### src/rtl/mul16u_dot_acc_pkg.sv
// Shared types and widths for the unsigned 16x16 dot-product accumulator.
package mul16u_dot_acc_pkg;

   localparam int OPND_W = 16;
   localparam int PROD_W = 32;
   localparam int CNT_W  = 8;

   typedef enum logic [1:0] {
      IDLE,
      ACCUM,
      DRAIN,
      HOLD
   } state_t;

endpackage

### src/rtl/mul16u_dot_acc_core.sv
// Combinational 16x16 unsigned multiplier slot. The exact product here is the
// reference behaviour; build flows substitute a library approximate multiplier
// with the same ports, and the accumulator treats O as an opaque product.
module mul16u_core
   import mul16u_dot_acc_pkg::*;
(
   input  logic [OPND_W-1:0] A,
   input  logic [OPND_W-1:0] B,
   output logic [PROD_W-1:0] O
);

   assign O = PROD_W'(A) * PROD_W'(B);

endmodule

### src/rtl/mul16u_dot_acc.sv
// Streaming dot-product accumulator: operand beats are multiplied by the
// mul16u_core slot and summed into a saturating accumulator; one result is
// presented per vector and held until the downstream stage takes it.
module mul16u_dot_acc
   import mul16u_dot_acc_pkg::*;
#(
   parameter int ACC_W     = 40,
   parameter int MAX_TERMS = 255
) (
   input  logic              clk,
   input  logic              rst_n,
   input  logic              in_valid,
   output logic              in_ready,
   input  logic [OPND_W-1:0] in_a,
   input  logic [OPND_W-1:0] in_b,
   input  logic              in_last,
   output logic              out_valid,
   input  logic              out_ready,
   output logic [ACC_W-1:0]  out_acc,
   output logic [CNT_W-1:0]  out_count,
   output logic              out_ovf
);

   localparam logic [CNT_W-1:0] LAST_IDX = CNT_W'(MAX_TERMS - 1);

   state_t            state;
   logic [CNT_W-1:0]  term_cnt;
   logic              accept;
   logic              closing;
   logic              hold_exit;

   logic [OPND_W-1:0] a_p0;
   logic [OPND_W-1:0] b_p0;
   logic              last_p0;
   logic              vld_p0;

   logic [PROD_W-1:0] prod_c;
   logic [PROD_W-1:0] prod_p1;
   logic              last_p1;
   logic              vld_p1;

   logic [ACC_W-1:0]  acc_p2;
   logic [CNT_W-1:0]  cnt_p2;
   logic              ovf_p2;
   logic [ACC_W:0]    sum_c;

   // Returns {saturated, value}: a carry out of ACC_W bits pins the sum to all-ones.
   function automatic logic [ACC_W:0] sat_add(input logic [ACC_W-1:0] acc,
                                              input logic [PROD_W-1:0] prod);
      logic [ACC_W:0] sum;
      sum = {1'b0, acc} + {{(ACC_W + 1 - PROD_W){1'b0}}, prod};
      if (sum[ACC_W]) begin
         return {1'b1, {ACC_W{1'b1}}};
      end
      return sum;
   endfunction

   assign accept    = in_valid && in_ready;
   // A vector closes on in_last or when the term budget is used up.
   assign closing   = in_last || (term_cnt == LAST_IDX);
   assign hold_exit = (state == HOLD) && out_ready;

   // Vector control: state, accepted-term counter and registered handshake outputs.
   always_ff @(posedge clk) begin
      if (!rst_n) begin
         state     <= IDLE;
         term_cnt  <= '0;
         in_ready  <= 1'b0;
         out_valid <= 1'b0;
      end else begin
         case (state)
            IDLE, ACCUM: begin
               in_ready <= 1'b1;
               if (accept) begin
                  if (closing) begin
                     state    <= DRAIN;
                     term_cnt <= '0;
                     in_ready <= 1'b0;
                  end else begin
                     state    <= ACCUM;
                     term_cnt <= term_cnt + 1'b1;
                  end
               end
            end
            DRAIN: begin
               in_ready <= 1'b0;
               if (vld_p1 && last_p1) begin
                  state     <= HOLD;
                  out_valid <= 1'b1;
               end
            end
            HOLD: begin
               if (out_ready) begin
                  state     <= IDLE;
                  out_valid <= 1'b0;
                  in_ready  <= 1'b1;
               end
            end
            default: state <= IDLE;
         endcase
      end
   end

   // ---- S1: operand capture ----
   // Registers the accepted operands and whether this beat closes the vector.
   always_ff @(posedge clk) begin
      if (!rst_n) begin
         vld_p0 <= 1'b0;
      end else begin
         vld_p0 <= accept;
      end
      if (accept) begin
         a_p0    <= in_a;
         b_p0    <= in_b;
         last_p0 <= closing;
      end
   end

   mul16u_core u_mul (
      .A (a_p0),
      .B (b_p0),
      .O (prod_c)
   );

   // ---- S2: product register ----
   // Captures the multiplier output for the S1 operands.
   always_ff @(posedge clk) begin
      if (!rst_n) begin
         vld_p1 <= 1'b0;
      end else begin
         vld_p1 <= vld_p0;
      end
      if (vld_p0) begin
         prod_p1 <= prod_c;
         last_p1 <= last_p0;
      end
   end

   // ---- S3: saturating accumulate ----
   assign sum_c = sat_add(acc_p2, prod_p1);

   // Adds each valid product, counts terms, and clears once the result is taken.
   always_ff @(posedge clk) begin
      if (!rst_n || hold_exit) begin
         acc_p2 <= '0;
         cnt_p2 <= '0;
         ovf_p2 <= 1'b0;
      end else if (vld_p1) begin
         acc_p2 <= sum_c[ACC_W-1:0];
         cnt_p2 <= cnt_p2 + 1'b1;
         ovf_p2 <= ovf_p2 | sum_c[ACC_W];
      end
   end

   assign out_acc   = acc_p2;
   assign out_count = cnt_p2;
   assign out_ovf   = ovf_p2;

endmodule
### config.mk
export PLATFORM = sky130hd
export DESIGN_NAME = mul16u_dot_acc
export DESIGN_NICKNAME = d
export VERILOG_FILES = /design/src/rtl/mul16u_dot_acc_pkg.sv /design/src/rtl/mul16u_dot_acc_core.sv /design/src/rtl/mul16u_dot_acc.sv
export SDC_FILE = /design/constraint.sdc
export NUM_CORES = 1
export LEC_CHECK = 0
export ABC_AREA = 1
export CAP_MARGIN = 0
export CELL_PAD_IN_SITES_DETAIL_PLACEMENT = 0
export CELL_PAD_IN_SITES_GLOBAL_PLACEMENT = 1
export CORE_AREA = 2 2 182 184
export CTS_CLUSTER_DIAMETER = 50
export CTS_CLUSTER_SIZE = 20
export DETAILED_ROUTE_END_ITERATION = 12
export DIE_AREA = 0 0 184 186
export PLACE_DENSITY = 0.86
export SETUP_SLACK_MARGIN = 0.1
export SYNTH_ARGS = -nofsm -noshare
export SYNTH_HDL_FRONTEND = slang
export SYNTH_SLANG_ARGS = --single-unit
### constraint.sdc
create_clock -name clk -period 8.26 [get_ports clk]
set_input_delay 0.826 -clock clk [delete_from_list [all_inputs] [get_ports clk]]
set_output_delay 0.826 -clock clk [all_outputs]
set_load 0.01 [all_outputs]
==> qor.csv, run 1 <==
stage;metric;value;unit
layout;num-nets-final;2519;
global_route;grt_usage;24.6;%
critical_path;critPathLaunchType;register;
placement;globalplace.congestion;0.887;
clock_tree;cts_hold_repair.buffers;0;
floorplanning;rows;66;
yosys;ys.flop_type;edfxtp_1;
clock_tree;root_buffer;clkbuf_16;
layout;num_antenna_cells;0;
clock_tree;clock_latency;0.46;ns
yosys;synthesis.area;15900;um2
yosys;synth_most_common_cell;nand2_1;
floorplanning;die_area;34200;um2
routing;via_count;12839;
yosys;ys_seq_elements;129;
global_route;grt_start_max_net_pins;53;
routing;drtPass1Iterations;7;
clock_tree;clkTransAtPathRegs;0.07;ns
yosys;synth_fp_nets;2487;
clock_tree;cts_resized;0;
routing;drtIter0Drc;829;
timing;fmax;168;MHz
routing;drc;0;
timing;setup_viol;0;
clock_tree;post-cts-setup-buffers;0;
timing;fin_skew;0.0153;ns
floorplanning;die_y;186;um
yosys;synth.distinct_cells;41;
hold_path;hp-class;register to register;
timing;hold_violations;0;
yosys;seq_area_frac_synth;20.3;%
layout;drive_gt1_share;3.33;%
clock_tree;cts_tree;done;
yosys;synth_edf_count;66;
yosys;synth.avg_cell_area;7.53;um2
timing;slew_headroom;35.7;%
critical_path;critPathMaxFanout;16;
run;drv_cap;0;
global_route;antenna_found_initial;0;
power_and_ir_drop;p_leak;9.34;nW
timing;worst_slew_pin_slew;0.964;ns
global_route;use_met3;3.78;%
timing;tns;0;ns
placement;dp_slack;2.34;ns
timing;hold_ws;0.424;ns
global_route;met1_usage;31.6;%
power_and_ir_drop;vdd.ir_drop.worst;0.302;mV
global_route;first_global_vias;13443;
power_and_ir_drop;power-per-cell-area;350;nW/um2
routing;detail_route.wl_per_cell;15.2;um
clock_tree;htree_levels;4;
global_route;grt_pass1_wl;66.0;mm
layout;fill_cells;3081;
placement;place_area;17000;um2
floorplanning;dieWidth;184;um
critical_path;worstPathRequired;8.47;ns
critical_path;cp-end-kind;register;
yosys;syn_inst;2116;
timing;layout_min_cycle_time;5.97;ns
placement;dp_hpwl;31.7;mm
routing;vias_per_cell;5.00;
critical_path;worst-endpoint-arrival;6.18;ns
yosys;yosysWarnings;0;
power_and_ir_drop;power;6.17;mW
yosys;yosys.area.top_type;fa_1;
routing;wl;39.0;mm
floorplanning;ios;88;
yosys;synth_common_cells;nand2_1 (571), inv_1 (513), fa_1 (195), ha_1 (139), nor2_1 (138);
yosys;synth.area.top_cells;fa_1 (24%), nand2_1 (13%), edfxtp_1 (12%), inv_1 (12%), ha_1 (11%);
critical_path;crit_type;register to register;
global_route;top_usage_layer;met2;
clock_tree;cts.sinks;129;
timing;slew_violations;0;
timing;rsz0062_at_grt;no;
clock_tree;cts_buffer_depth;2;
clock_tree;cts_buffers;17;
routing;ant_nets;0;
layout;syn_to_final_growth;10.7;%
global_route;grt_overflow;0;
yosys;synth.top_cell.area_share;24.5;%
floorplanning;initial_utilization;49.5;%
layout;stdcell_area;17600;um2
global_route;use_met2;43.3;%
floorplanning;core;32200;um2
timing;setup_ws;2.29;ns
yosys;synthArstFlopShare;0;%
status;outcome;completed;
timing;post-route-period-util;72.3;%
placement;io_buffers;87;
metal layers:
layer	share of wire [%]	up-vias
li1	-	6401
met1	46	6101
met2	48	297
met3	4.5	40
met4	1.7	0
met5	0	-
worst paths after layout:
check	start	to	cells past startpoint	slack (ns)
worst max-delay path	b_p0[1]	prod_p1[24]	20	2.29
worst min-delay path	last_p0	last_p1	0	0.42
worst max register to register	b_p0[1]	prod_p1[24]	20	2.29
worst min register to register	last_p0	last_p1	0	0.42
sequential cells by signal, indices dropped and copies added, names as in the netlist:
name / cells
in_ready: 1
last_p1: 1
state: 2
prod_p1: 32
b_p0: 16
vld_p1: 1
out_acc: 40
last_p0: 1
a_p0: 16
out_valid: 1
vld_p0: 1
out_ovf: 1
term_cnt: 8
out_count: 8
logic make-up (layout without fill, tap and decap cells):
group	after synthesis	in the layout	share of synthesized area [%]
and+or+nand+nor	818	818	20.5
buffers and inverters	591	636	14.0
adders and majority gates	334	334	35.4
AOI/OAI and AO/OA	193	193	6.89
DFF	129	129	20.3
xor gates and xnor gates	51	51	2.80
critical path: stages, from the launching register on:
cell	delay (ns)
edfxtp_1	0.78
nand2_1	0.18
fa_1	0.54
fa_1	0.58
fa_1	0.47
fa_1	0.51
inv_1	0.06
fa_1	0.53
inv_1	0.06
fa_1	0.54
inv_1	0.05
ha_1	0.39
nand2_1	0.15
nor2_1	0.12
nor2_1	0.04
o21ai_1	0.18
nand3_1	0.20
nand2_1	0.15
nand2_1	0.08
nand3_1	0.07
nand2_1	0.06
stage by stage:
| stage | utilization [%] | std cells |
|---|---|---|
| 2_1_floorplan | - | 2116 |
| 3_3_place_gp | 52.9 | 2537 |
| 3_5_place_dp | 52.9 | 2537 |
| 4_1_cts | 54.8 | 2569 |
| 5_1_grt | 54.8 | 2569 |
| 6_report | 54.8 | 2569 |
power breakdown:
group          switching (mW)  leakage, nW  internal (mW)
clock                   0.363        0.296          0.424
combinational            2.72         7.92           1.64
sequential             0.0774         1.12          0.951
total                    3.16         9.34           3.01
layout by cell type, fill, tap and decap left out, types with 2 or more instances in the layout:
cell	instances
nand2_1	571
o21a_1	2
edfxtp_1	66
nor2_1	138
o21ai_1	3
fa_1	195
nand4_1	7
nor3b_1	4
dfxtp_1	62
o21ai_0	66
o21bai_1	5
nand2_2	7
inv_1	513
nor4_1	7
a21oi_2	20
a21oi_1	81
clkinv_8	2
ha_1	139
clkbuf_16	18
nor3_2	2
xor2_1	30
a21o_1	3
a31oi_1	6
inv_6	3
inv_8	7
buf_4	3
xnor2_1	21
nor3_1	16
nand3_2	2
clkdlybuf4s50_1	87
nand3_1	59
nor2_2	2
layout make-up:
class                   instances  area (um2)  share of cell area, %
clock buffers                  18         450                   2.55
flip-flops and latches        129        3240                   18.4
inverters                     514        1930                   10.9
multi-input cells            1396       10500                   59.3
repair buffers                 90         893                   5.06
well taps                     408         510                   2.89
clock inverters                14         154                  0.872
No activity file was read; power rests on OpenSTA's default activity.
==> run 2, diff against run 1 <==
--- a/config.mk
+++ b/config.mk
@@ -9,12 +9,12 @@
 export CAP_MARGIN = 0
 export CELL_PAD_IN_SITES_DETAIL_PLACEMENT = 0
 export CELL_PAD_IN_SITES_GLOBAL_PLACEMENT = 1
-export CORE_AREA = 2 2 182 184
+export CORE_AREA = 2 2 198 200
 export CTS_CLUSTER_DIAMETER = 50
 export CTS_CLUSTER_SIZE = 20
 export DETAILED_ROUTE_END_ITERATION = 12
-export DIE_AREA = 0 0 184 186
-export PLACE_DENSITY = 0.86
+export DIE_AREA = 0 0 200 202
+export PLACE_DENSITY = 0.78
 export SETUP_SLACK_MARGIN = 0.1
 export SYNTH_ARGS = -nofsm -noshare
 export SYNTH_HDL_FRONTEND = slang
==> constraint.sdc (replaced) <==
create_clock -name clk -period 5 [get_ports clk]
set_input_delay 0.5 -clock clk [delete_from_list [all_inputs] [get_ports clk]]
set_output_delay 0.5 -clock clk [all_outputs]
set_load 0.01 [all_outputs]
==> run 2 against run 1 <==
Compared with the run above:
- the run now ends with setup timing left
- total power grew to 2.5 times the previous value
- register-to-register slack lost 2.6 ns
- clock power grew 60%
- final area grew 14%
- critical path type unchanged
- largest power group unchanged
==> qor.csv, run 2 (synthesized netlist as in run 1, its figures left out) <==
stage;metric;value;unit
floorplanning;core;38300;um2
timing;fmax;190;MHz
layout;syn_to_final_growth;26.0;%
layout;layout_commonest_cell;nand2_1;
routing;drtIter0Drc;649;
clock_tree;cts_tree;done;
routing;via_count;13409;
floorplanning;die_area;40400;um2
routing;wl_met3;1.24;mm
timing;fin_skew;0.0128;ns
timing;hold_violations;0;
routing;ant_nets;0;
run;drv_cap;0;
global_route;grt_usage;21.5;%
hold_path;hp-class;register to register;
clock_tree;htree_levels;4;
power_and_ir_drop;p_sw_share;47.0;%
placement;placedCellCount;2800;
clock_tree;cts_buffers;17;
global_route;grt_pass1_wl;68.5;mm
power_and_ir_drop;seqPwrFrac;10.5;%
layout;stdcell_area;20100;um2
routing;detail_route.wl_per_cell;14.6;um
critical_path;critPathMaxFanout;5;
power_and_ir_drop;combPwrFrac;81.4;%
routing;wl;41.7;mm
layout;num_antenna_cells;0;
timing;worst_slew_pin_slew;0.994;ns
layout;num-nets-final;2695;
routing;m1WireLength;19.1;mm
floorplanning;rows;72;
clock_tree;cts_hold_repair.buffers;0;
routing;vias_per_cell;4.70;
placement;place_area;18700;um2
routing;drc;0;
critical_path;crit_type;register to register;
critical_path;cp-end-kind;register;
timing;setup_ws;-0.262;ns
global_route;grt_start_max_net_pins;40;
status;outcome;finished with violations;
critical_path;worstPathRequired;5.20;ns
power_and_ir_drop;power.internal;8.28;mW
global_route;first_global_vias;13680;
floorplanning;ios;88;
power_and_ir_drop;p_leak;10.4;nW
placement;io_buffers;87;
layout;instances_no_fill;2855;
clock_tree;clock_latency;0.45;ns
global_route;grt_overflow;0;
routing;drtPass1Iterations;5;
floorplanning;initial_utilization;41.6;%
layout;drive_gt1_share;16.9;%
clock_tree;cts_buffer_depth;2;
placement;dp_hpwl;34.8;mm
critical_path;critPathLaunchType;register;
timing;rsz0062_at_grt;yes;
clock_tree;root_buffer;clkbuf_16;
power_and_ir_drop;vdd.ir_drop.worst;0.674;mV
clock_tree;clkTransAtPathRegs;0.07;ns
power_and_ir_drop;power-per-cell-area;778;nW/um2
floorplanning;dieWidth;200;um
floorplanning;die_y;202;um
placement;globalplace.congestion;0.886;
routing;highest_layer;met4;
layout;largest_register_ffs;40;
timing;setup_viol;20;
global_route;antenna_found_initial;0;
timing;slew_violations;0;
clock_tree;cts.sinks;129;
timing;slew_headroom;33.6;%
routing;wl_met2;20.4;mm
power_and_ir_drop;clkPwrFrac;8.1;%
timing;post-route-period-util;105;%
layout;layout_common_cells;nand2_1 (545), inv_1 (483), fa_1 (186);
status;violations;setup timing;
critical_path;worst-endpoint-arrival;5.47;ns
timing;layout_min_cycle_time;5.26;ns
power_and_ir_drop;p_switching;7.34;mW
-- run 2: power groups by stage --
stage / clock, mW / combinational [mW] / sequential, mW
global placement: 0 / 10.0 / 1.67
detailed placement: 0 / 10.1 / 1.67
global route: 1.33 / 14.0 / 1.65
floorplan: 0 / 6.27 / 1.63
finish: 1.26 / 12.7 / 1.65
CTS: 1.29 / 10.9 / 1.64
-- run 2: stage by stage --
stage	utilization (%)	total power [mW]	setup slack, ns	setup TNS (ns)	hold WS [ns]
6_report	52.4	15.6	-0.262	-3.47	0.425
5_1_grt	52.4	16.9	-0.489	-7.72	0.443
3_3_place_gp	48.8	11.7	-0.412	-5.54	0.403
2_1_floorplan	-	7.90	-0.125	-0.431	0.400
3_5_place_dp	48.8	11.8	-0.474	-6.52	0.415
4_1_cts	51.1	13.8	-0.228	-3.45	0.431
-- run 2: worst max-delay path, cell delays in order, from the launching register on --
cell,delay (ns)
edfxtp_1,0.42
buf_4,0.18
nand2_1,0.06
inv_1,0.05
fa_1,0.53
inv_1,0.05
fa_2,0.51
inv_1,0.05
fa_1,0.53
fa_1,0.45
fa_1,0.49
inv_1,0.05
fa_1,0.47
inv_1,0.06
ha_4,0.30
nand2_1,0.11
o21ai_1,0.18
inv_2,0.09
o21bai_2,0.18
buf_4,0.14
nor2_1,0.04
nand2_1,0.05
nand2_1,0.05
-- run 2: per-layer routing --
| layer | track usage [%] | vias up |
|---|---|---|
| met4 | 6.24 | 0 |
| met3 | 2.60 | 46 |
| met2 | 36.9 | 213 |
| li1 | - | 6762 |
| met5 | 0 | - |
| met1 | 28.4 | 6388 |
-- run 2: area by class of cell --
class,count,area [um2]
well taps,518,648
clock buffers,19,453
repair buffers,266,2480
flip-flops and latches,129,3240
inverters,514,1930
multi-input cells,1396,11200
fillers,3657,18200
clock inverters,13,115
-- run 2: repair_timing --
| item | CTS | global route |
|---|---|---|
| setup endpoints to repair | 23 | 23 |
| endpoints found under the hold margin | 0 | 0 |
| resized for setup | 52 | 118 |
| cloned | 0 | 2 |
| buffers inserted | 15 | 6 |
| pin swaps | 19 | 30 |
-- run 2: worst paths after layout --
check / start / endpoint / slack [ns] / depth (start not counted)
worst min-delay path: last_p0 / last_p1 / 0.43 / 0
worst min register to register: last_p0 / last_p1 / 0.43 / 0
worst max-delay path: b_p0[4] / prod_p1[22] / -0.26 / 22
worst max register to register: b_p0[4] / prod_p1[22] / -0.26 / 22
==> run 3, diff against run 2 <==
--- a/config.mk
+++ b/config.mk
@@ -6,15 +6,14 @@
 export NUM_CORES = 1
 export LEC_CHECK = 0
 export ABC_AREA = 1
-export CAP_MARGIN = 0
 export CELL_PAD_IN_SITES_DETAIL_PLACEMENT = 0
 export CELL_PAD_IN_SITES_GLOBAL_PLACEMENT = 1
-export CORE_AREA = 2 2 198 200
+export CORE_AREA = 2 2 217 219
 export CTS_CLUSTER_DIAMETER = 50
 export CTS_CLUSTER_SIZE = 20
 export DETAILED_ROUTE_END_ITERATION = 12
-export DIE_AREA = 0 0 200 202
-export PLACE_DENSITY = 0.78
+export DIE_AREA = 0 0 219 221
+export PLACE_DENSITY = 0.66
 export SETUP_SLACK_MARGIN = 0.1
 export SYNTH_ARGS = -nofsm -noshare
 export SYNTH_HDL_FRONTEND = slang
==> run 3 against run 2 <==
Compared with the run above:
- fmax down 2.4%
- clock power about the same
- worst hold slack better by 0.0032 ns
- die area up 20%
- utilization down 8.1 points
- critical path type unchanged
- via count down 0.21%
- the flow still finishes with violations (setup timing)
- setup slack worse by 0.13 ns
==> qor.csv, run 3 (synthesized netlist as in run 1, its figures left out) <==
stage;metric;value;unit
layout;fin_util;44.4;%
global_route;first_global_vias;13941;
layout;drive_gt1_share;19.1;%
power_and_ir_drop;p_switching;7.79;mW
floorplanning;dieWidth;219;um
timing;fmax;185;MHz
floorplanning;rows;79;
clock_tree;root_buffer;clkbuf_16;
routing;vias_per_cell;4.53;
timing;hold_violations;0;
timing;rsz0062_at_grt;yes;
power_and_ir_drop;power-per-cell-area;818;nW/um2
global_route;grt_overflow;0;
power_and_ir_drop;power.internal;8.92;mW
floorplanning;core;46100;um2
status;violations;setup timing;
floorplanning;ios;88;
critical_path;cp-end-kind;register;
clock_tree;htree_levels;4;
clock_tree;cts_buffer_depth;2;
placement;dp_hpwl;35.6;mm
run;drv_cap;0;
floorplanning;die_area;48400;um2
global_route;grt_start_max_net_pins;47;
timing;layout_min_cycle_time;5.39;ns
timing;post-route-period-util;108;%
routing;wl;43.1;mm
status;outcome;finished with violations;
global_route;grt_pass1_wl;71.5;mm
hold_path;hp-class;register to register;
clock_tree;cts_tree;done;
timing;fin_skew;0.0163;ns
routing;drtPass1Iterations;5;
timing;worst_slew_pin_slew;1.14;ns
layout;layout_commonest_cell;nand2_1;
timing;setup_ws;-0.394;ns
critical_path;worstPathRequired;5.23;ns
critical_path;path_buf_inv;7;
layout;syn_to_final_growth;28.2;%
placement;dp_slack;-0.510;ns
power_and_ir_drop;seqPwrFrac;9.8;%
critical_path;cpPeakStageDelay;0.54;ns
timing;setup_viol;20;
clock_tree;clock_latency;0.48;ns
critical_path;slowest_stage;fa_2;
routing;drtIter0Drc;684;
floorplanning;initial_utilization;34.6;%
critical_path;worst-endpoint-arrival;5.62;ns
layout;num_antenna_cells;0;
routing;via_count;13381;
placement;placedCellCount;2891;
layout;num-nets-final;2707;
power_and_ir_drop;power;16.7;mW
global_route;antenna_found_initial;0;
clock_tree;clkTransAtPathRegs;0.06;ns
floorplanning;die_y;221;um
routing;drc;0;
timing;slew_violations;0;
clock_tree;cts.sinks;129;
critical_path;crit_type;register to register;
clock_tree;cts_buffers;17;
placement;globalplace.congestion;0.873;
critical_path;crit_chain;buf_6 -> buf_4 -> nand2_1 -> inv_1 -> fa_1 -> inv_1 -> fa_1 -> fa_2 -> inv_2 -> fa_2 -> fa_1 -> inv_1 -> fa_1 -> inv_2 -> ha_4 -> nand2_2 -> nor2_4 -> and2_4 -> nand3_1 -> nand3_2 -> a21oi_2 -> xnor2_1;
power_and_ir_drop;p_sw_share;46.6;%
placement;io_buffers;87;
layout;largest_register_ffs;40;
critical_path;critPathLaunchType;register;
power_and_ir_drop;combPwrFrac;82.7;%
routing;detail_route.wl_per_cell;14.6;um
clock_tree;cts_hold_repair.buffers;0;
power_and_ir_drop;p_leak;10.4;nW
power_and_ir_drop;clkPwrFrac;7.5;%
timing;slew_headroom;23.7;%
critical_path;crit_family;adder cells;
layout;layout_common_cells;nand2_1 (534), inv_1 (465), fa_1 (182);
global_route;grt_usage;18.9;%
layout;instances_no_fill;2956;
critical_path;r2r_slack;-0.39;ns
routing;ant_nets;0;
power_and_ir_drop;vdd.ir_drop.worst;1.05;mV
critical_path;critPathMaxFanout;5;
critical_path;crit_path_frequent_cell;fa_1;
==> run 3: timing repair <==
action / CTS / global route
setup buffers: 24 / 10
gates resized for setup: 89 / 135
pin swaps: 28 / 85
endpoints found under the setup margin: 23 / 23
==> run 3: cell type report <==
type	count	area (um2)
fillers	4696	25600
multi-input cells	1396	11400
flip-flops and latches	129	3240
repair buffers	278	2560
inverters	514	1930
well taps	607	759
clock buffers	22	497
clock inverters	10	70.1
==> run 3: final timing paths <==
kind,depth (start not counted),end,startpoint
setup reg to reg,22,prod_p1[25],b_p0[4]
setup / recovery,22,prod_p1[25],b_p0[4]
hold / removal,0,last_p1,last_p0
hold reg to reg,0,last_p1,last_p0
==> run 3: routing by layer <==
metal | vias up | wire (um) | global-route usage [%]
li1 | 6769 | - | -
met4 | 0 | 1010 | 5.99
met1 | 6343 | 20000 | 24.4
met2 | 216 | 20600 | 32.1
met5 | - | 0 | 0
met3 | 53 | 1510 | 3.01
==> run 3: power groups by stage <==
stage               clock [mW]  combinational, mW  sequential, mW
CTS                       1.31               11.5            1.64
floorplan                    0               6.27            1.63
detailed placement           0               10.1            1.67
global route              1.33               15.2            1.66
global placement             0               10.1            1.67
finish                    1.25               13.8            1.64
==> run 3: through the flow <==
step	cell area, um2	hold WS [ns]	TNS, ns
floorplan	16500	0.400	-0.431
global placement	18800	0.404	-5.18
detailed placement	18800	0.418	-6.23
CTS	19900	0.431	-4.76
global route	20400	0.467	-8.88
finish	20400	0.429	-5.49
==> edit, RTL diff (settings of run 1) <==
The package constant `CNT_W` goes from 8 to 6.
--- a/src/rtl/mul16u_dot_acc_pkg.sv
+++ b/src/rtl/mul16u_dot_acc_pkg.sv
@@ -4,5 +4,5 @@
    localparam int OPND_W = 16;
    localparam int PROD_W = 32;
-   localparam int CNT_W  = 8;
+   localparam int CNT_W  = 6;
 
    typedef enum logic [1:0] {
Interface: changed (resized out_count); port bits go from 88 to 86. The function was not compared with the original's and may differ.
==> edit against run 1 <==
  * Power is 2.2% lower
  * Count of clock-buffer cells in the layout is 1 lower
  * Sequential cell count is 4 lower
  * Non-clock buffer count stayed put
  * Critical endpoint is now prod_p1[27]$_DFFE_PP_
  * Largest power group unchanged
  * Area after synthesis is 0.20% higher
  * Wire length is 0.65% lower
  * Setup slack worse by 0.045 ns
  * Die area stayed put
  * Final area is 0.20% higher
==> edit: results (changes against run 1) <==
routability cong.=0.8855 (-0.12%); Net count, final=2497 (-0.87%); final wirelength=38.77 mm (-0.65%); crit-path leading delay family=adder cells; crit-path max cell delay=0.83 ns (+0.05 ns); Worst VDD drop=279.4 uV (-7.4%); Ant. Diodes=0 (unchanged); wire per inst=15.22 um (+0.20%); synth top area cells=fa_1 (24%), nand2_1 (13%), edfxtp_1 (12%), inv_1 (12%), ha_1 (11%); Slew HR=45.29% (+9.6 points); Worst Path Arrival=6.22 ns (+0.04 ns); pin count of the biggest net entering global routing=41 (-23%); sequential share of power=16.4% (-0.3 points); met1 usage=30.99% (-0.61 points); PortBufs=85 (-2.3%); share of cells above drive strength 1=3.693% (+0.36 points); number of vias in the routed layout=12618 (-1.7%); synth unique cells=40 (-2.4%); leakage=0.009469 uW (+1.4%); Clock power frac=13.7% (+1.0 points); worst clock skew=0.01066 ns (-0.004674 ns); EDFF count, synth=66 (unchanged); Starting DRT DRC Count=809 (-2.4%); min Tclk post-route=6.014 ns (+0.04451 ns); Syn Area/Cell=7.627 sq um (+1.3%); GRT Util Overall=24.14% (-0.47 points); NetSw=3065 uW (-2.9%); drt first pass iters=5 (-2); Slowest cell on crit path=edfxtp_1; met1 WL=17.38 mm (-2.9%); post-CTS resize count=0 (unchanged); Root Buffer=clkbuf_16; DP Area=0.01704 sq mm (about the same); met3 Use GR=3.346% (-0.43 points); DP HPWL=30.94 mm (-2.4%); sequential fraction of the synthesis area=19.81% (-0.54 points); Final Hold Slack=0.4229 ns (-0.001415 ns); outcome=finished clean; met2 Usage GRT=42.63% (-0.69 points); top post-synthesis cells by count=nand2_1 (573), inv_1 (509), fa_1 (195); r2r setup slk=2.25 ns (-0.04 ns); max FFs per register=40 (unchanged); met3 routed WL=1.907 mm (+7.5%); WL met2=18.74 mm (+0.26%); Hold Path Class=reg2reg; clock-pin slew on the worst setup and hold paths=0.06 ns; first-pass GRT wire length=64.34 mm (-2.5%)
[edit: changes by cell type after synthesis, sizes merged, moves of 2 or more]
cell and change:
a21oi -9, o21ai -7, nor3 -6, dfxtp -4, nand2 +4, nor2 -4
nor3b -4, a31oi +3, xnor2 -3, xor2 +3, nand4 +2
[edit: path summary, 6_finish.rpt]
| path | start | to | cells after the start |
|---|---|---|---|
| worst min-delay path | last_p0$_DFFE_PP_ | last_p1$_DFFE_PP_ | 0 |
| worst max-delay path | a_p0[6]$_DFFE_PP_ | prod_p1[27]$_DFFE_PP_ | 22 |
| worst min register to register | last_p0$_DFFE_PP_ | last_p1$_DFFE_PP_ | 0 |
| worst max register to register | a_p0[6]$_DFFE_PP_ | prod_p1[27]$_DFFE_PP_ | 22 |
[edit: stage by stage]
stage | utilization, % | total power [uW]
floorplan | - | 4162
global placement | 52.91 | 5178
detailed placement | 52.91 | 5188
CTS | 54.88 | 6057
global route | 54.88 | 6753
finish | 54.88 | 6035
[edit: kinds of logic (layout without fill, tap and decap cells)]
| family | Yosys count | after routing | synth area share, % |
|---|---|---|---|
| AND/OR/NAND/NOR | 811 | 811 | 20.45 |
| flip-flops | 125 | 125 | 19.81 |
| adder cells (fa/ha/maj) | 334 | 334 | 35.33 |
| XOR/XNOR | 51 | 51 | 2.797 |
| buffers and inverters | 592 | 637 | 14.19 |
| AO/OA/AOI/OAI | 181 | 181 | 7.427 |
[edit: final cells by class]
class | count | area, sq um
clock buffer | 17 | 425.4
clock inverter | 15 | 209.0
fill | 3051 | 14530
inverter | 515 | 1936
multi-input combinational | 1377 | 10540
sequential | 125 | 3164
tap | 408 | 510.5
timing repair buffer | 90 | 888.4
